--- config.mk ---
export PLATFORM = sky130hd
export DESIGN_NAME = rom_burst_reader
export DESIGN_NICKNAME = d
export VERILOG_FILES = /design/src/rtl/rom_burst_reader.sv
export SDC_FILE = /design/constraint.sdc
export NUM_CORES = 1
export LEC_CHECK = 0
export CORE_MARGIN = 1
export CORE_UTILIZATION = 38
export CTS_CLUSTER_SIZE = 28
export DETAILED_ROUTE_END_ITERATION = 8
export GPL_TIMING_DRIVEN = 0
export PLACE_DENSITY = 0.7
export SLEW_MARGIN = 5
export SYNTH_ARGS = -nofsm -noshare
export SYNTH_HDL_FRONTEND = slang
export SYNTH_SLANG_ARGS = --single-unit
--- constraint.sdc ---
create_clock -name clk -period 10.35 [get_ports clk]
set_clock_uncertainty 0.05 [all_clocks]
set_input_delay 2.07 -clock clk [delete_from_list [all_inputs] [get_ports clk]]
set_output_delay 2.07 -clock clk [all_outputs]
set_load 0.005 [all_outputs]
--- src/rtl/rom_burst_reader.sv ---
// rom_burst_reader: bus initiator that reads a run of consecutive words and streams them out
module rom_burst_reader #(
    parameter int ADDR_W  = 30,
    parameter int DATA_W  = 32,
    parameter int CNT_W   = 11,
    parameter int TIMEOUT = 255
) (
    input  logic              clk,
    input  logic              reset,
    input  logic              start,
    input  logic [ADDR_W-1:0] start_addr,
    input  logic [CNT_W-1:0]  count,
    output logic              busy,
    output logic              done,
    output logic              err,
    output logic              out_valid,
    output logic [DATA_W-1:0] out_data,
    output logic              bus_req_,
    input  logic              bus_grnt_,
    output logic              cs_,
    output logic              as_,
    output logic              rw,
    output logic [ADDR_W-1:0] addr,
    input  logic [DATA_W-1:0] rd_data,
    input  logic              rdy_
);
    typedef enum logic [2:0] {IDLE, REQ, ACCESS, WAIT, DONE} state_t;
    localparam logic [15:0] TLIM = 16'(TIMEOUT - 1);
    state_t state_q, state_d;
    logic [ADDR_W-1:0] addr_q, addr_d;
    logic [CNT_W-1:0] cnt_q, cnt_d;
    logic [15:0] tcnt_q, tcnt_d;
    logic [DATA_W-1:0] out_data_q, out_data_d;
    logic busy_q, busy_d, done_q, done_d, err_q, err_d, out_valid_q, out_valid_d;
    logic bus_req_q, bus_req_d, cs_q, cs_d, as_q, as_d, zdone;
    // next-state, datapath and registered-output values
    always_comb begin
        state_d     = state_q;
        addr_d      = addr_q;
        cnt_d       = cnt_q;
        tcnt_d      = tcnt_q;
        err_d       = err_q;
        out_valid_d = 1'b0;
        out_data_d  = out_data_q;
        zdone       = 1'b0;
        case (state_q)
            IDLE: if (start) begin
                err_d = 1'b0;
                if (count != '0) begin
                    addr_d  = start_addr;
                    cnt_d   = count;
                    state_d = REQ;
                end else begin
                    zdone = 1'b1;
                end
            end
            REQ: state_d = bus_grnt_ ? REQ : ACCESS;
            ACCESS: begin
                tcnt_d  = '0;
                state_d = WAIT;
            end
            WAIT: if (!rdy_) begin
                out_data_d  = rd_data;
                out_valid_d = 1'b1;
                addr_d      = addr_q + ADDR_W'(1);
                cnt_d       = cnt_q - CNT_W'(1);
                state_d     = (cnt_q == CNT_W'(1)) ? DONE : ACCESS;
            end else if (tcnt_q == TLIM) begin
                err_d   = 1'b1;
                state_d = DONE;
            end else begin
                tcnt_d = tcnt_q + 16'd1;
            end
            DONE: state_d = IDLE;
            default: state_d = IDLE;
        endcase
        bus_req_d = !(state_d == REQ || state_d == ACCESS || state_d == WAIT);
        cs_d      = state_d != ACCESS;
        as_d      = state_d != ACCESS;
        busy_d    = state_d != IDLE;
        done_d    = (state_d == DONE) || zdone;
    end
    // state and all outputs registered, cleared asynchronously
    always_ff @(posedge clk or posedge reset) begin
        if (reset) begin
            state_q     <= IDLE;
            addr_q      <= '0;
            cnt_q       <= '0;
            tcnt_q      <= '0;
            out_data_q  <= '0;
            out_valid_q <= 1'b0;
            busy_q      <= 1'b0;
            done_q      <= 1'b0;
            err_q       <= 1'b0;
            bus_req_q   <= 1'b1;
            cs_q        <= 1'b1;
            as_q        <= 1'b1;
        end else begin
            state_q     <= state_d;
            addr_q      <= addr_d;
            cnt_q       <= cnt_d;
            tcnt_q      <= tcnt_d;
            out_data_q  <= out_data_d;
            out_valid_q <= out_valid_d;
            busy_q      <= busy_d;
            done_q      <= done_d;
            err_q       <= err_d;
            bus_req_q   <= bus_req_d;
            cs_q        <= cs_d;
            as_q        <= as_d;
        end
    end
    assign busy      = busy_q;
    assign done      = done_q;
    assign err       = err_q;
    assign out_valid = out_valid_q;
    assign out_data  = out_data_q;
    assign bus_req_  = bus_req_q;
    assign cs_       = cs_q;
    assign as_       = as_q;
    assign rw        = 1'b1;
    assign addr      = addr_q;
endmodule

Word level (Yosys, flattened, before mapping)
Index checks and enable logic that the tools add are counted.

Bits in registers: 98. Latch bits: 0. RAM bits: 0. Bits in read-only memories: 0. Input port bits: 78. Output and inout bits: 70. Logic and storage cells: 71. Memories kept: 0.

$add $sub $neg: 3. Multiply operators: 0. Div/mod/pow operators: 0. Magnitude comparators: 0. Equality and inequality tests: 16. Shift operators: 0. Muxes and demuxes: 27. Bitwise gates (word level): 1. Reduce and logical (&&, ||, !) cells: 13.

Operators by type and width (count): 30-bit 2-to-1 mux (3); 30-bit case mux with 2 select lines (1); 11-bit 2-to-1 mux (3); 16-bit 2-to-1 mux (2); 16-bit case mux with 2 select lines (1); 30-bit by 1-bit adder with 30-bit output (second input constant) (1); 11-bit case mux with 2 select lines (1); 16-bit by 1-bit adder with 16-bit output (second input constant) (1); 16-bit by 8-bit == test with 1-bit output (second input constant) (1); 3-bit 2-to-1 mux (5); 3-bit by 2-bit == test with 1-bit output (second input constant) (4); 2-bit inequality test (second input constant) (6); 3-bit case mux with 4 select lines (1); 11-bit by 1-bit == test with 1-bit output (second input constant) (1); 11-bit nonzero test (1); 11-bit by 1-bit subtractor with 11-bit output (second input constant) (1); 1-bit 2-to-1 mux (8); 4-bit AND reduction (2); 3-bit by 1-bit == test with 1-bit output (second input constant) (2); 2-bit nonzero test (2); 3-bit == test (second input constant) (1); 3-bit logical NOT (1); 1-bit logical OR (3); 3-bit by 2-bit inequality test with 1-bit output (second input constant) (1); 7 further kinds (7).

Longest topological paths before layout
Gate-level depths: netlist (run 1).

Depth in word-level cells: 8. Depth in mapped cells: 8. Depth with buffers taken out: 7.

Worst setup path after synthesis (run 1)
No wires, ideal clock.

Kind: input-to-reg. Start: input port count[2]. End: register cnt_q[8]. Library setup time: 121 ps. Arrival time: 3364 ps. Data required time: 10179 ps. Slack: 6815 ps. Stages: 6. Path buffers: 1. Cells stage by stage: nor4_2 > a31oi_4 > or2_2 > buf_4 > o21a_1 > o22a_1.

Longest elaborated chain between the ends: 3.

Ends and longest elaborated chain: start, declared (RTL line 12) `input logic [CNT_W-1:0] count,`; 11-bit nonzero test (RTL line 49) `if (count != '0) begin`; 2-bit inequality test (no line); 4-bit AND reduction (no line); end signal, assigned (RTL line 101) `cnt_q <= cnt_d;`; end, declared (RTL line 31) `logic [CNT_W-1:0] cnt_q, cnt_d;`.

No other way between the ends. A chain may end at the register's enable or synchronous reset.

Final worst setup path (run 1)
Start: input port count[9]. End: register cnt_q[1].

The elaborated chain is that of the path after synthesis.

==> results of run 1 <==
## state kept, by name, summed over array words and instances, names as in the netlist
name       count
state_q        3
out_data      32
done           1
cnt_q         11
err            1
addr          30
bus_req_       1
as_            1
out_valid      1
busy           1
tcnt_q        16
## logic make-up after synthesis
family / Yosys count
AOI/OAI and AO/OA: 158
xor gates and xnor gates: 6
and+or+nand+nor: 177
muxes: 32
DFF: 98
adders and majority gates: 5
other: 1
buffers and inverters: 43
## worst max-delay path: stages
cell	delay, ns
clkdlybuf4s50_1	0.47
nor4_2	0.50
a31oi_4	0.19
nor2_2	0.31
clkbuf_1	0.49
o21ai_1	0.15
## synth_stat cells, drive strengths merged, types with 11 or more instances
| master | number |
|---|---|
| nand3 | 30 |
| dfrtp | 96 |
| nor2 | 38 |
| mux2 | 32 |
| nand4 | 13 |
| a2bb2oi | 15 |
| a21oi | 50 |
| buf | 20 |
| o22ai | 17 |
| nor3 | 11 |
| clkbuf | 13 |
| nand2 | 36 |
| o21ai | 35 |
## routing by layer
layer / vias to the layer above / GRT usage / part of all wire / wire length, µm
li1: 2250 / - / - / -
met2: 264 / 0.350 / 0.47 / 7080
met5: - / 0 / 0 / 0
met1: 2356 / 0.294 / 0.42 / 6360
met3: 37 / 0.0484 / 0.088 / 1330
met4: 0 / 0.103 / 0.026 / 392
## worst max path at each step
stage	from	to	slack (ns)	depth (start not counted)
finish	count[9]	cnt_q[1]	6.32	6
global route	count[6]	cnt_q[3]	6.24	6
CTS	count[9]	cnt_q[1]	6.35	6
detailed placement	count[9]	cnt_q[1]	5.98	6
global placement	reset	addr[1]	4.13	2
floorplan	reset	addr[0]	5.67	1
## stage by stage
step                power [µW]  hold slack (ns)  setup slack, ns  instances
CTS                       1300            0.460             6.35        859
global route              1360            0.475             6.24        859
floorplan                  737            0.404             5.67        520
detailed placement         967            0.445             5.98        843
global placement           953            0.419             4.13        842
finish                    1290            0.453             6.32        859
## report_power, final
| group | total [µW] | switching [µW] | internal, µW |
|---|---|---|---|
| Combinational | 409 | 177 | 232 |
| Clock | 326 | 143 | 183 |
| Sequential | 556 | 90.6 | 466 |
| Total | 1290 | 411 | 881 |
## area by class of cell
cell class / instances / area (µm²)
Inverter: 10 / 40.0
Timing Repair Buffer: 147 / 1490
Clock buffer: 15 / 278
Sequential cell: 98 / 2450
Multi-Input combinational cell: 379 / 2450
Buffer: 33 / 174
Tap cell: 176 / 220
Clock inverter: 1 / 7.51
Fill cell: 1183 / 6080
==> flow_metrics.py, run 1 <==
metrics = {
    "cells_and_area": {
        "synthToLayoutAreaGrowth_pct": 39.0,
        "final_nets": 761,
        "postLayoutCellArea_mm2": 0.00711,
        "final_cell_mix": "clkdlybuf4s50_1 (146), dfrtp_1 (96), a21oi_1 (42), nor2_1 (37), nand2_1 (36)",
        "antenna_cells": 0,
        "layout_commonest_cell": "clkdlybuf4s50_1",
        "drive_above_1_share": 0.126,
        "post-route-util": 0.539,
    },
    "global_route": {
        "grt.overflow.total": 0,
        "grt_max_degree": 54,
        "antenna_found_initial": 0,
        "grt_usage": 0.223,
        "grt_first_pass_wirelength_um": 24700,
        "grt_pass1_vias": 4858,
    },
    "floorplan": {
        "die_area_mm2": 0.0139,
        "fp.dieH_um": 118,
        "io_pins": 148,
        "core_mm2": 0.0132,
        "row_count": 42,
        "fp.dieW_um": 118,
        "start_util": 0.388,
    },
    "sta": {
        "period_minus_slack_ns": 4.03,
        "worst_pin_slew_ns": 0.823,
        "hold_violations": 0,
        "min_period_over_period": 0.389,
        "rsz0062_at_grt": "no",
        "drv_slew": 0,
        "fmax_mhz": 248,
        "setup_viol": 0,
        "final.setup.tns_ns": 0,
        "relSlewSlack": 0.449,
    },
    "worst_setup_path": {
        "required_ns": 10.51,
        "worstReg2RegStart": "state_q[2]",
        "reg2reg_to": "addr[14]",
        "path_max_fanout": 10,
        "arrival_ns": 4.19,
        "crit_type": "input pin to flip-flop",
        "endpoint_kind": "flip-flop",
        "r2r_cells": 6,
        "rrSetupSlack_ns": 7.90,
        "setup.worst_path.start_class": "input pin",
    },
    "placement": {
        "hpwl_um": 10800,
        "post_dp_cell_area_mm2": 0.00683,
        "finalWeightedCongestion": 0.861,
        "port_buffers": 146,
    },
    "yosys": {
        "synth_edf_count": 0,
        "synth-seq-area-share": 0.480,
        "yosysWarnings": 0,
        "synth_area_leaders": "dfrtp_1 (47%), mux2_2 (7.0%), a21oi_1 (4.1%), nand3_1 (2.9%), nor2_1 (2.7%)",
        "async_flop_share": 1.00,
        "synthXorXnorAreaFrac": 0.0103,
        "synthesis.nets": 603,
        "synth-adder-area-share": 0.0122,
        "syn_area_mm2": 0.00511,
        "synth_top_area_cell": "dfrtp_1",
        "yosysUniqueCellTypes": 57,
        "synth_cells": 520,
        "ys_seq_elements": 98,
        "ys.flop_type": "dfrtp_1",
        "yosys.area_share.simple": 0.182,
        "synth_compound_area_frac": 0.203,
        "synthMuxAreaShare": 0.0705,
        "synth_top_area_share": 0.470,
        "syn_avg_cell_area_um2": 9.84,
        "synth_top_family_by_area": "compound AO/OA/AOI/OAI gates",
    },
    "route": {
        "vias_per_cell": 5.71,
        "dr.pass1.iters": 7,
        "wl_per_cell_um": 17.7,
        "vias": 4907,
        "drtAntennaViolNets": 0,
        "drc": 1,
        "drt_iter0_markers": 519,
        "drt-total-wl_um": 15200,
    },
    "worst_hold_path": {
        "min_path_cells": 1,
        "holdCritStartpoint": "out_data[18]",
        "hold_path_end": "out_data[18]",
        "min_path_type": "flip-flop to flip-flop",
    },
    "clocking": {
        "cts_buffer_depth": 2,
        "htreeDepth": 3,
        "postCtsHoldBufs": 0,
        "clock_sinks": 98,
        "root_buffer": "clkbuf_16",
        "cts_made_buffers": 9,
        "cts_tree": "done",
        "cts_setup_buffers": 0,
        "cts_resized": 0,
        "clkLatencyLatePin_ns": 0.35,
        "clkTransAtPathRegs_ns": 0.07,
    },
    "status": {
        "status": "finished with violations",
        "violations": "DRC",
    },
    "power_and_ir_drop": {
        "powerDensity_mw_per_mm2": 182,
        "ir_drop_uv": 85.3,
        "leakage_uw": 0.00275,
    },
    "run": {
        "drv_cap": 0,
    },
}
(Power assumes the default switching activity.)
==> inputs of run 2 (changes only) <==
- PLACE_DENSITY: 0.7 -> 0.73
- clock period: 10.35 -> 3.4 ns (I/O delays scaled with it)
==> flow_metrics.py, run 2 (synthesis results as in run 1) <==
metrics = {
    "status": {
        "status": "complete, no violations",
    },
    "worst_setup_path": {
        "path_max_fanout": 10,
        "arrival_ns": 2.96,
        "critical-path-slowest-cell": "nor4_2",
        "crit_type": "input pin to flip-flop",
        "path_cells": "clkdlybuf4s50_1, nor4_2, a31oi_4, nor2_2, clkbuf_1, o21ai_1",
        "slowest_delay_ns": 0.55,
        "worstReg2RegStart": "state_q[2]",
        "setup.worst_path.start_class": "input pin",
        "endpoint_kind": "flip-flop",
        "r2r_cells": 6,
        "required_ns": 3.56,
        "rrSetupSlack_ns": 0.94,
        "reg2reg_to": "cnt_q[7]",
    },
    "clocking": {
        "cts_made_buffers": 9,
        "cts_resized": 0,
        "root_buffer": "clkbuf_16",
        "clock_sinks": 98,
        "cts_tree": "done",
        "clkTransAtPathRegs_ns": 0.07,
        "cts_setup_buffers": 0,
        "postCtsHoldBufs": 0,
        "clkLatencyLatePin_ns": 0.35,
        "cts_buffer_depth": 2,
        "htreeDepth": 3,
    },
    "cells_and_area": {
        "layout_commonest_cell": "clkdlybuf4s50_1",
        "multi_input_area_mm2": 0.00245,
        "synthToLayoutAreaGrowth_pct": 39.4,
        "final-seq-area_mm2": 0.00245,
        "fill_cells": 1136,
        "drive_above_1_share": 0.130,
        "final_nets": 761,
        "post-route-util": 0.541,
        "antenna_cells": 0,
        "largest_reg_flops": 32,
        "final_cell_mix": "clkdlybuf4s50_1 (146), dfrtp_1 (96), a21oi_1 (42), nor2_1 (37), nand2_1 (36)",
        "postLayoutCellArea_mm2": 0.00713,
    },
    "sta": {
        "drv_slew": 0,
        "rsz0062_at_grt": "no",
        "min_period_over_period": 0.823,
        "relSlewSlack": 0.453,
        "final.setup.tns_ns": 0,
        "hold_violations": 0,
        "worst_pin_slew_ns": 0.820,
        "fmax_mhz": 357,
        "period_minus_slack_ns": 2.80,
        "setup_viol": 0,
    },
    "run": {
        "drv_cap": 0,
    },
    "global_route": {
        "grt_max_degree": 70,
        "grt_usage": 0.221,
        "grt_pass1_vias": 4898,
        "antenna_found_initial": 0,
        "grt.overflow.total": 0,
        "grt_first_pass_wirelength_um": 24400,
    },
    "route": {
        "drt_iter0_markers": 337,
        "drc": 0,
        "dr.pass1.iters": 5,
        "drtAntennaViolNets": 0,
        "vias_per_cell": 5.75,
        "drt-total-wl_um": 15000,
        "wl_per_cell_um": 17.4,
        "vias": 4942,
    },
    "power_and_ir_drop": {
        "powerDensity_mw_per_mm2": 558,
        "ir_drop_uv": 276,
        "leakage_uw": 0.00277,
    },
    "floorplan": {
        "start_util": 0.388,
        "die_area_mm2": 0.0139,
        "core_mm2": 0.0132,
        "fp.dieH_um": 118,
        "fp.dieW_um": 118,
        "row_count": 42,
        "io_pins": 148,
    },
    "worst_hold_path": {
        "min_path_type": "flip-flop to flip-flop",
        "min_path_cells": 2,
        "holdCritStartpoint": "cnt_q[6]",
        "hold_path_end": "cnt_q[6]",
    },
    "placement": {
        "port_buffers": 146,
        "finalWeightedCongestion": 0.886,
        "post_dp_cell_area_mm2": 0.00683,
        "hpwl_um": 10600,
    },
}
## run 2: cell type report
| type | instances | area share |
|---|---|---|
| inverters | 10 | 0.00561 |
| plain buffers | 33 | 0.0244 |
| repair buffers | 147 | 0.209 |
| clock inverters | 5 | 0.00737 |
| clock buffers | 11 | 0.0354 |
| flip-flops and latches | 98 | 0.344 |
| multi-input cells | 379 | 0.343 |
| well taps | 176 | 0.0309 |
## run 2: power breakdown
| part | internal, µW | switching, µW | leakage [µW] |
|---|---|---|---|
| clock network | 607 | 446 | 0.000151 |
| logic | 705 | 541 | 0.00145 |
| registers | 1420 | 265 | 0.00116 |
## run 2: worst max path at each step
stage | startpoint | end | cells after the start
2_1_floorplan | reset | addr[0] | 1
3_3_place_gp | reset | tcnt_q[15] | 2
3_5_place_dp | count[9] | cnt_q[9] | 6
4_1_cts | count[9] | cnt_q[9] | 6
5_1_grt | count[9] | cnt_q[5] | 6
6_report | count[9] | cnt_q[9] | 6
## run 2: worst max-delay path, delay by kind of cell
family	cells	cell delay, ns
AO/OA/AOI/OAI	2	0.36
AND/OR/NAND/NOR	2	0.93
buffers and inverters	2	0.97
## run 2: metal layers
metal  share of wire  wire length, µm  vias up  GRT usage
met3           0.084             1260       29     0.0523
met2            0.47             7000      250      0.345
met4           0.025              367        0      0.111
li1                -                -     2251          -
met5               0                0        -          0
met1            0.42             6330     2412      0.285
## run 2: per-stage QoR
step                setup WS (ns)  std cells  total power, µW  hold slack [ns]
finish                      0.602        859             3980            0.458
global route                0.536        859             4190            0.478
CTS                         0.686        859             3990            0.460
detailed placement          0.313        843             2930            0.436
global placement            -1.44        842             2890            0.420
floorplan                   0.111        520             2240            0.404
